## src/rtl/exec_ctrl_if.sv

```systemverilog
// Instruction-memory fetch handshake between exec_ctrl (master) and the
// instruction memory (slave).
interface exec_ctrl_if;
    logic        imem_req;
    logic [31:0] imem_addr;
    logic        imem_ready;
    logic [31:0] imem_rdata;

    modport master (
        output imem_req,
        output imem_addr,
        input  imem_ready,
        input  imem_rdata
    );

    modport slave (
        input  imem_req,
        input  imem_addr,
        output imem_ready,
        output imem_rdata
    );
endinterface

```

## src/rtl/exec_ctrl.sv

```systemverilog
// Multi-cycle fetch/decode/exec/writeback sequencer for RV32I OP and OP-IMM.
// Optional retired-instruction counter enabled by the CTRL_INSTRET_EN macro.
module exec_ctrl #(
    parameter logic [31:0] RESET_PC = 32'h0000_0000
) (
    input  logic        clock,
    input  logic        reset,
    input  logic        start,
    exec_ctrl_if.master imem,
    output logic        reg_write,
    output logic [4:0]  rs1,
    output logic [4:0]  rs2,
    output logic [4:0]  rd,
    output logic [4:0]  opcode,
    output logic [2:0]  func3,
    output logic [6:0]  func7,
    output logic [31:0] imm,
    output logic        busy,
    output logic        illegal
`ifdef CTRL_INSTRET_EN
    ,
    output logic [31:0] instret
`endif
);

    localparam logic [2:0] S_IDLE   = 3'd0;
    localparam logic [2:0] S_FETCH  = 3'd1;
    localparam logic [2:0] S_DECODE = 3'd2;
    localparam logic [2:0] S_EXEC   = 3'd3;
    localparam logic [2:0] S_WB     = 3'd4;
    localparam logic [2:0] S_HALT   = 3'd5;

    localparam logic [4:0] OPC_OP     = 5'b01100;
    localparam logic [4:0] OPC_OP_IMM = 5'b00100;

    // Only 32-bit OP and OP-IMM encodings are accepted.
    function automatic logic is_legal(input logic [31:0] ins);
        logic ok;
        ok = 1'b0;
        if (ins[1:0] == 2'b11) begin
            ok = (ins[6:2] == OPC_OP) || (ins[6:2] == OPC_OP_IMM);
        end else begin
            ok = 1'b0;
        end
        return ok;
    endfunction

    // I-type immediate for OP-IMM; register-register ops carry no immediate.
    function automatic logic [31:0] decode_imm(input logic [31:0] ins);
        logic [31:0] val;
        val = 32'h0000_0000;
        if (ins[6:2] == OPC_OP_IMM) begin
            val = {{20{ins[31]}}, ins[31:20]};
        end else begin
            val = 32'h0000_0000;
        end
        return val;
    endfunction

    logic [2:0]  state_r;
    logic [2:0]  state_nx_s;
    logic [31:0] pc_r;
    logic [31:0] ir_r;
    logic        fetch_hs_s;
    logic        imem_req_r;
    logic        reg_write_r;
    logic        busy_r;
    logic        illegal_r;
    logic [4:0]  rs1_r;
    logic [4:0]  rs2_r;
    logic [4:0]  rd_r;
    logic [4:0]  opcode_r;
    logic [2:0]  func3_r;
    logic [6:0]  func7_r;
    logic [31:0] imm_r;

    assign fetch_hs_s = imem_req_r & imem.imem_ready;

    // Next-state selection for the instruction sequencer.
    always_comb begin
        state_nx_s = state_r;
        case (state_r)
            S_IDLE: begin
                if (start) begin
                    state_nx_s = S_FETCH;
                end else begin
                    state_nx_s = S_IDLE;
                end
            end
            S_FETCH: begin
                if (fetch_hs_s) begin
                    state_nx_s = S_DECODE;
                end else begin
                    state_nx_s = S_FETCH;
                end
            end
            S_DECODE: begin
                if (is_legal(ir_r)) begin
                    state_nx_s = S_EXEC;
                end else begin
                    state_nx_s = S_HALT;
                end
            end
            S_EXEC:  state_nx_s = S_WB;
            S_WB:    state_nx_s = S_FETCH;
            S_HALT:  state_nx_s = S_HALT;
            default: state_nx_s = S_HALT;
        endcase
    end

    // State, PC and instruction register.
    always_ff @(posedge clock or negedge reset) begin
        if (!reset) begin
            state_r <= S_IDLE;
            pc_r    <= RESET_PC;
            ir_r    <= 32'h0000_0000;
        end else begin
            state_r <= state_nx_s;
            if (state_r == S_WB) begin
                pc_r <= pc_r + 32'd4;
            end
            if ((state_r == S_FETCH) && fetch_hs_s) begin
                ir_r <= imem.imem_rdata;
            end
        end
    end

    // Strobes are registered from the next state so each is glitch-free
    // and valid for exactly the cycles the FSM spends in that state.
    always_ff @(posedge clock or negedge reset) begin
        if (!reset) begin
            imem_req_r  <= 1'b0;
            reg_write_r <= 1'b0;
            busy_r      <= 1'b0;
            illegal_r   <= 1'b0;
        end else begin
            imem_req_r  <= (state_nx_s == S_FETCH);
            reg_write_r <= (state_nx_s == S_WB) && (rd_r != 5'd0);
            busy_r      <= (state_nx_s == S_FETCH) || (state_nx_s == S_DECODE) ||
                           (state_nx_s == S_EXEC)  || (state_nx_s == S_WB);
            illegal_r   <= (state_nx_s == S_HALT);
        end
    end

    // Field outputs load once per instruction and hold until the next decode.
    always_ff @(posedge clock or negedge reset) begin
        if (!reset) begin
            rs1_r    <= 5'd0;
            rs2_r    <= 5'd0;
            rd_r     <= 5'd0;
            opcode_r <= 5'd0;
            func3_r  <= 3'd0;
            func7_r  <= 7'd0;
            imm_r    <= 32'h0000_0000;
        end else if (state_r == S_DECODE) begin
            rs1_r    <= ir_r[19:15];
            rs2_r    <= ir_r[24:20];
            rd_r     <= ir_r[11:7];
            opcode_r <= ir_r[6:2];
            func3_r  <= ir_r[14:12];
            func7_r  <= ir_r[31:25];
            imm_r    <= decode_imm(ir_r);
        end
    end

`ifdef CTRL_INSTRET_EN
    logic [31:0] instret_r;

    // Retired-instruction count; rd=x0 writes still retire.
    always_ff @(posedge clock or negedge reset) begin
        if (!reset) begin
            instret_r <= 32'h0000_0000;
        end else if (state_r == S_WB) begin
            instret_r <= instret_r + 32'd1;
        end
    end

    assign instret = instret_r;
`endif

    assign imem.imem_req  = imem_req_r;
    assign imem.imem_addr = pc_r;
    assign reg_write      = reg_write_r;
    assign busy           = busy_r;
    assign illegal        = illegal_r;
    assign rs1            = rs1_r;
    assign rs2            = rs2_r;
    assign rd             = rd_r;
    assign opcode         = opcode_r;
    assign func3          = func3_r;
    assign func7          = func7_r;
    assign imm            = imm_r;

endmodule

```

## src/flat_wrapper.sv

```systemverilog
// flat-port wrapper written by rule: the top's interface ports become plain ports
module exec_ctrl_flat 
#(
    parameter logic [31:0] RESET_PC = 32'h0000_0000
)
  (clock, reset, start, reg_write, rs1, rs2, rd, opcode, func3, func7, imm, busy, illegal, imem_imem_req, imem_imem_addr, imem_imem_ready, imem_imem_rdata);
  exec_ctrl_if imem_i ();
  input  logic clock;
  input  logic reset;
  input  logic start;
  output logic reg_write;
  output logic [4:0] rs1;
  output logic [4:0] rs2;
  output logic [4:0] rd;
  output logic [4:0] opcode;
  output logic [2:0] func3;
  output logic [6:0] func7;
  output logic [31:0] imm;
  output logic busy;
  output logic illegal;
  output wire logic [$bits(imem_i.imem_req)-1:0] imem_imem_req;
  output wire logic [$bits(imem_i.imem_addr)-1:0] imem_imem_addr;
  input wire logic [$bits(imem_i.imem_ready)-1:0] imem_imem_ready;
  input wire logic [$bits(imem_i.imem_rdata)-1:0] imem_imem_rdata;
  assign imem_imem_req = imem_i.imem_req;
  assign imem_imem_addr = imem_i.imem_addr;
  assign imem_i.imem_ready = imem_imem_ready;
  assign imem_i.imem_rdata = imem_imem_rdata;
  exec_ctrl #(.RESET_PC(RESET_PC)) u_core (.clock(clock), .reset(reset), .start(start), .imem(imem_i), .reg_write(reg_write), .rs1(rs1), .rs2(rs2), .rd(rd), .opcode(opcode), .func3(func3), .func7(func7), .imm(imm), .busy(busy), .illegal(illegal));
endmodule
```

## config.mk

```make
export PLATFORM = sky130hd
export DESIGN_NAME = exec_ctrl_flat
export DESIGN_NICKNAME = d
export VERILOG_FILES = /design/src/rtl/exec_ctrl_if.sv /design/src/rtl/exec_ctrl.sv /design/src/flat_wrapper.sv
export SDC_FILE = /design/constraint.sdc
export NUM_CORES = 1
export LEC_CHECK = 0
export ABC_CLOCK_PERIOD_IN_PS = 2300
export CAP_MARGIN = 10
export CORE_MARGIN = 2
export CORE_UTILIZATION = 50
export CTS_CLUSTER_DIAMETER = 80
export CTS_CLUSTER_SIZE = 16
export DETAILED_ROUTE_END_ITERATION = 10
export DONT_BUFFER_PORTS = 1
export SLEW_MARGIN = 30
export SYNTH_ARGS = -nofsm -noshare
export SYNTH_HDL_FRONTEND = slang
export SYNTH_SLANG_ARGS = --single-unit
```

## constraint.sdc

```tcl
create_clock -name clock -period 2.3 [get_ports clock]
set_input_delay 0.46 -clock clock [delete_from_list [all_inputs] [get_ports clock]]
set_output_delay 0.46 -clock clock [all_outputs]
set_load 0.03 [all_outputs]
```

# After elaboration in Yosys (flattened, before gate mapping)
# Index checks and enable logic that the tools add are counted.
[word_totals]
out_inout_bits = 98
input_bits = 36
ff_bits = 133
wordCells = 43
[op_classes]
reduce_logical = 8
add_sub_neg = 1
bitwise = 1
n_mux = 7
n_eq_ne = 12
[ops]
columns = ["cell", "n"]
rows = [
  ["adder 32 x 3 -> 32 bit, second input constant", 1],
  ["2-to-1 mux 32 bit", 1],
  ["case mux 3 bit (5 select lines)", 1],
  ["== test 3 x 2 -> 1 bit, second input constant", 4],
  ["== test 3 bit, second input constant", 3],
  ["== test 3 x 1 -> 1 bit, second input constant", 2],
  ["== test 5 x 3 -> 1 bit, second input constant", 1],
  ["== test 5 x 4 -> 1 bit, second input constant", 1],
  ["nonzero test 5 bit", 1],
  ["logical OR 1 bit", 4],
  ["zero test 3 bit", 1],
  ["2-to-1 mux 1 bit", 3],
  ["2-to-1 mux 3 bit", 1],
  ["== test 2 bit, second input constant", 1],
  ["logical AND 1 bit", 2],
  ["2-to-1 mux 2 bit", 1],
  ["bitwise AND 1 bit", 1],
]

# Depth between registers and ports, before layout
[depth]
depth_word = 10
mapped_depth = 8
depth_no_buf = 5

# Least setup slack after synthesis
# No wires, ideal clock.
[synth_path]
path_type = "reg-to-reg"
start = "register u_core.pc_r[6] (netlist: u_core.imem.imem_addr[6])"
end = "register u_core.pc_r[25] (netlist: u_core.imem.imem_addr[25])"
setup_slack_ns = 0.345
path_stages_with_launch = 6
arrival_time_ns = 1.822
setup_ns = 0.133
cell_sequence = "dfrtp_1 -> nand4_4 -> or3_4 -> nor4b_4 -> nand4_1 -> xnor2_1"
[synth_between]
elab_chain_len = 1
[synth_rtl]
columns = ["item", "line_no", "rtl"]
rows = [
  ["start: declaration", "exec_ctrl.sv:62", "logic [31:0] pc_r;"],
  ["start signal: assignment", "exec_ctrl.sv:120", "pc_r <= pc_r + 32'd4;"],
  ["adder 32 x 3 -> 32 bit", "exec_ctrl.sv:120", ""],
]
# No other way between the ends.
# A chain may end at the register's enable or synchronous reset.

# Worst setup path after layout
[layout_path]
start = "register u_core.state_r[2]"
end = "register u_core.pc_r[25] (netlist: u_core.imem.imem_addr[25])"
[layout_between]
elab_chain_len = 1
[layout_rtl]
columns = ["item", "line_no", "rtl"]
rows = [
  ["start: declaration", "exec_ctrl.sv:60", "logic [2:0] state_r;"],
  ["start signal: assignment", "exec_ctrl.sv:118", "state_r <= state_nx_s;"],
  ["== test 3 bit", "exec_ctrl.sv:119", "if (state_r == S_WB) begin"],
]
# No other way between the ends.

==> impl_metrics.yaml <==
run_status:
  status: "complete, but fails checks"
  failed_checks: "hold timing"
sta:
  finClkSkew_ns: 0.0103
  slew_violations: 0
  max_clock_freq_mhz: 513
  slew_headroom: 0.617
  hold_ws_ns: -0.222
  timing.final.crit_share: 0.847
  period_needed_ns: 1.95
  setup_tns_ns: 0
  hold_viol: 111
  tightest_slew_ns: 0.567
  setup_slack_ns: 0.351
  rsz0062_at_grt: "no"
  setup_violations: 0
clock_tree:
  insertion_delay_ns: 0.36
  cts_made_buffers: 9
  cts_tree: "yes"
  clockRootBuffer: "clkbuf_8"
  clk_pin_slew_ns: 0.10
  clock-sinks: 111
  htreeDepth: 3
  post_cts_buffers: 0
  clock_path_buffers: 2
  ctsResizeCount: 0
setup_path:
  cp_data_arrival_time_ns: 2.19
  timing.critical_path.slowest_cell_delay_ns: 0.50
  critPathMaxFanout: 7
  start_kind: "register"
  setup.worst_path.start: "u_core.state_r[2]"
  path_cells: "nor3b_4 > and3_1 > nor4b_4 > nand4_1 > xnor2_1"
  path_buf_inv: 0
  worstPathRequired_ns: 2.54
  cp_top_family: "simple AND/OR/NAND/NOR gates"
  crit_type: "register to register"
  critPathSlowestCell: "dfrtp_1"
  cp-end-kind: "register"
  reg2reg_from: "u_core.state_r[2]"
die:
  fp.dieW_um: 99.9
  coreArea_mm2: 0.00881
  rows: 34
  die_h_um: 99.9
  initial_core_util: 0.522
  die_area_mm2: 0.00997
  io-pin-count: 134
pwr:
  power.internal_uw: 3600
  seq_power_share: 0.617
  switching_share: 0.399
  pwr-share-clk: 0.180
  p_per_area_mw_per_mm2: 1230
  power_frac_comb: 0.203
  switchingPower_uw: 2390
  ir_drop_mv: 0.665
  p_leak_uw: 0.00238
synthesis:
  ys_ff_latch: 111
  synthTopCellsByArea: "dfrtp_1 60%, nand2_1 8.7%, mux2_2 7.8%, xnor2_1 3.6%, buf_4 3.6%"
  syn-mean-instance-area_um2: 11.5
  netlist_instances: 399
  yosysWarnings: 0
  synth_area_mm2: 0.00460
  synthFlopType: "dfrtp_1"
  synth_top_area_share: 0.604
  yosysUniqueCellTypes: 33
  synth_edf_count: 0
  ys_seq_area_frac: 0.604
  synth_async_sr_flop_share: 1.00
  yosysTopAreaCell: "dfrtp_1"
global_route:
  grt_max_degree: 112
  gr-total-overflow: 0
  grt_use_total: 0.182
  grt_pass1_vias: 2749
  grt_pass1_wl_mm: 14.2
  antenna_found_initial: 0
placed_design:
  pre_cts_ws_ns: 0.391
  port_buffers: 0
  gp_congestion: 0.863
  hpwlAfterDp_mm: 5.70
  dp_cells: 491
  placed_area_mm2: 0.00470
cells_and_area:
  final_cells: 506
  fillers: 738
  multi_input_area_mm2: 0.00158
  layout.nets: 431
  final_cell_area_mm2: 0.00488
  final_common_cell: "dfrtp_1"
  n_antenna_cell: 0
  ff_latch_area_mm2: 0.00278
  drive_gt1_frac: 0.193
  area.growth.synth_to_final_pct: 6.23
  final_cell_mix: "110 x dfrtp_1, 106 x nand2_1, 32 x mux2_2"
routing:
  drt.antenna.violating_nets: 0
  drt_wl_total_mm: 8.62
  drt_iter0_drc: 96
  dr.pass1.iters: 4
  wl_per_cell_um: 17.0
  routed_via_density: 5.39
  vias: 2725
  drc: 0
worst_hold_path:
  hold_path_class: "input pin to async pin"
job:
  cap_violations: 0
[flip-flops by register name, summed over array words and instances, names as in the netlist, 3 cells and up]
register and count:
u_core.imem.imem_addr 30, u_core.opcode 5, u_core.func7 7, u_core.rs2 5, u_core.ir_r 32, u_core.rd 5, u_core.state_r 3, u_core.imm 12
u_core.rs1 5, u_core.func3 3
[routing by layer]
layer | vias up | routed length [um] | share of wire | GRT usage
met3 | 10 | 689 | 0.080 | 0.0773
met5 | - | 0 | 0 | 0
met4 | 0 | 137 | 0.016 | 0.0653
met2 | 84 | 4020 | 0.47 | 0.289
li1 | 1287 | - | - | -
met1 | 1344 | 3770 | 0.44 | 0.226
[per-stage QoR]
| stage | util | total power (uW) |
|---|---|---|
| global route | 0.554 | 6350 |
| detailed placement | 0.534 | 4970 |
| floorplan | - | 4680 |
| CTS | 0.554 | 6070 |
| finish | 0.554 | 6000 |
| global placement | 0.534 | 4920 |
[kinds of logic after synthesis]
logic type                 after synthesis  share of synthesized area
AOI/OAI and AO/OA                       22                     0.0362
xor gates and xnor gates                29                     0.0553
adders and majority gates                1                    0.00272
buffers and inverters                   42                     0.0539
DFF                                    111                      0.604
muxes                                   33                     0.0809
other                                    1                   0.000816
and+or+nand+nor                        160                      0.166
[power groups by stage]
stage	clock, uW	sequential (uW)	combinational (uW)
after floorplan	0	3630	1050
after global placement	0	3730	1190
after detailed placement	0	3740	1230
after CTS	1130	3710	1230
after global routing	1210	3780	1350
final	1080	3700	1220
[layout make-up]
| cell class | instances | share of cell area |
|---|---|---|
| multi-input cells | 247 | 0.323 |
| well taps | 108 | 0.0277 |
| clock inverters | 5 | 0.00897 |
| clock buffers | 10 | 0.0282 |
| inverters | 4 | 0.00308 |
| flip-flops and latches | 111 | 0.570 |
| repair buffers | 21 | 0.0390 |
[worst register-to-register path: cells and delay by family (launching register included)]
family,cells,cell delay (ns)
flip-flops,1,0.50
AND/OR/NAND/NOR,4,1.18
XOR/XNOR,1,0.16
[synthesized netlist by cell type (2+ instances only)]
cell type  number
a22o_1         12
xnor2_1        19
and3_1          7
mux2_2         32
xor2_1         10
a21oi_1         5
nand4_1         5
nand3_1        11
nor4_4          2
nor3_1          6
o21ai_0         2
buf_4          22
clkbuf_1        8
inv_1           4
buf_2           6
dfrtp_1       111
buf_1           2
nand2_1       106
nor2_1         15
[worst paths after layout]
| check | endpoint | slack, ns | depth (start not counted) |
|---|---|---|---|
| max | u_core.imem.imem_addr[25] | 0.35 | 5 |
| min | u_core.imem.imem_addr[9] | -0.22 | 0 |
| max reg2reg | u_core.imem.imem_addr[25] | 0.35 | 5 |
| min reg2reg | u_core.rd[0] | 0.47 | 2 |
| max in group asynchronous | u_core.ir_r[3] | 2.39 | 0 |
| min in group clock | u_core.ir_r[13] | 0.23 | 1 |
(Power assumes the default switching activity.)
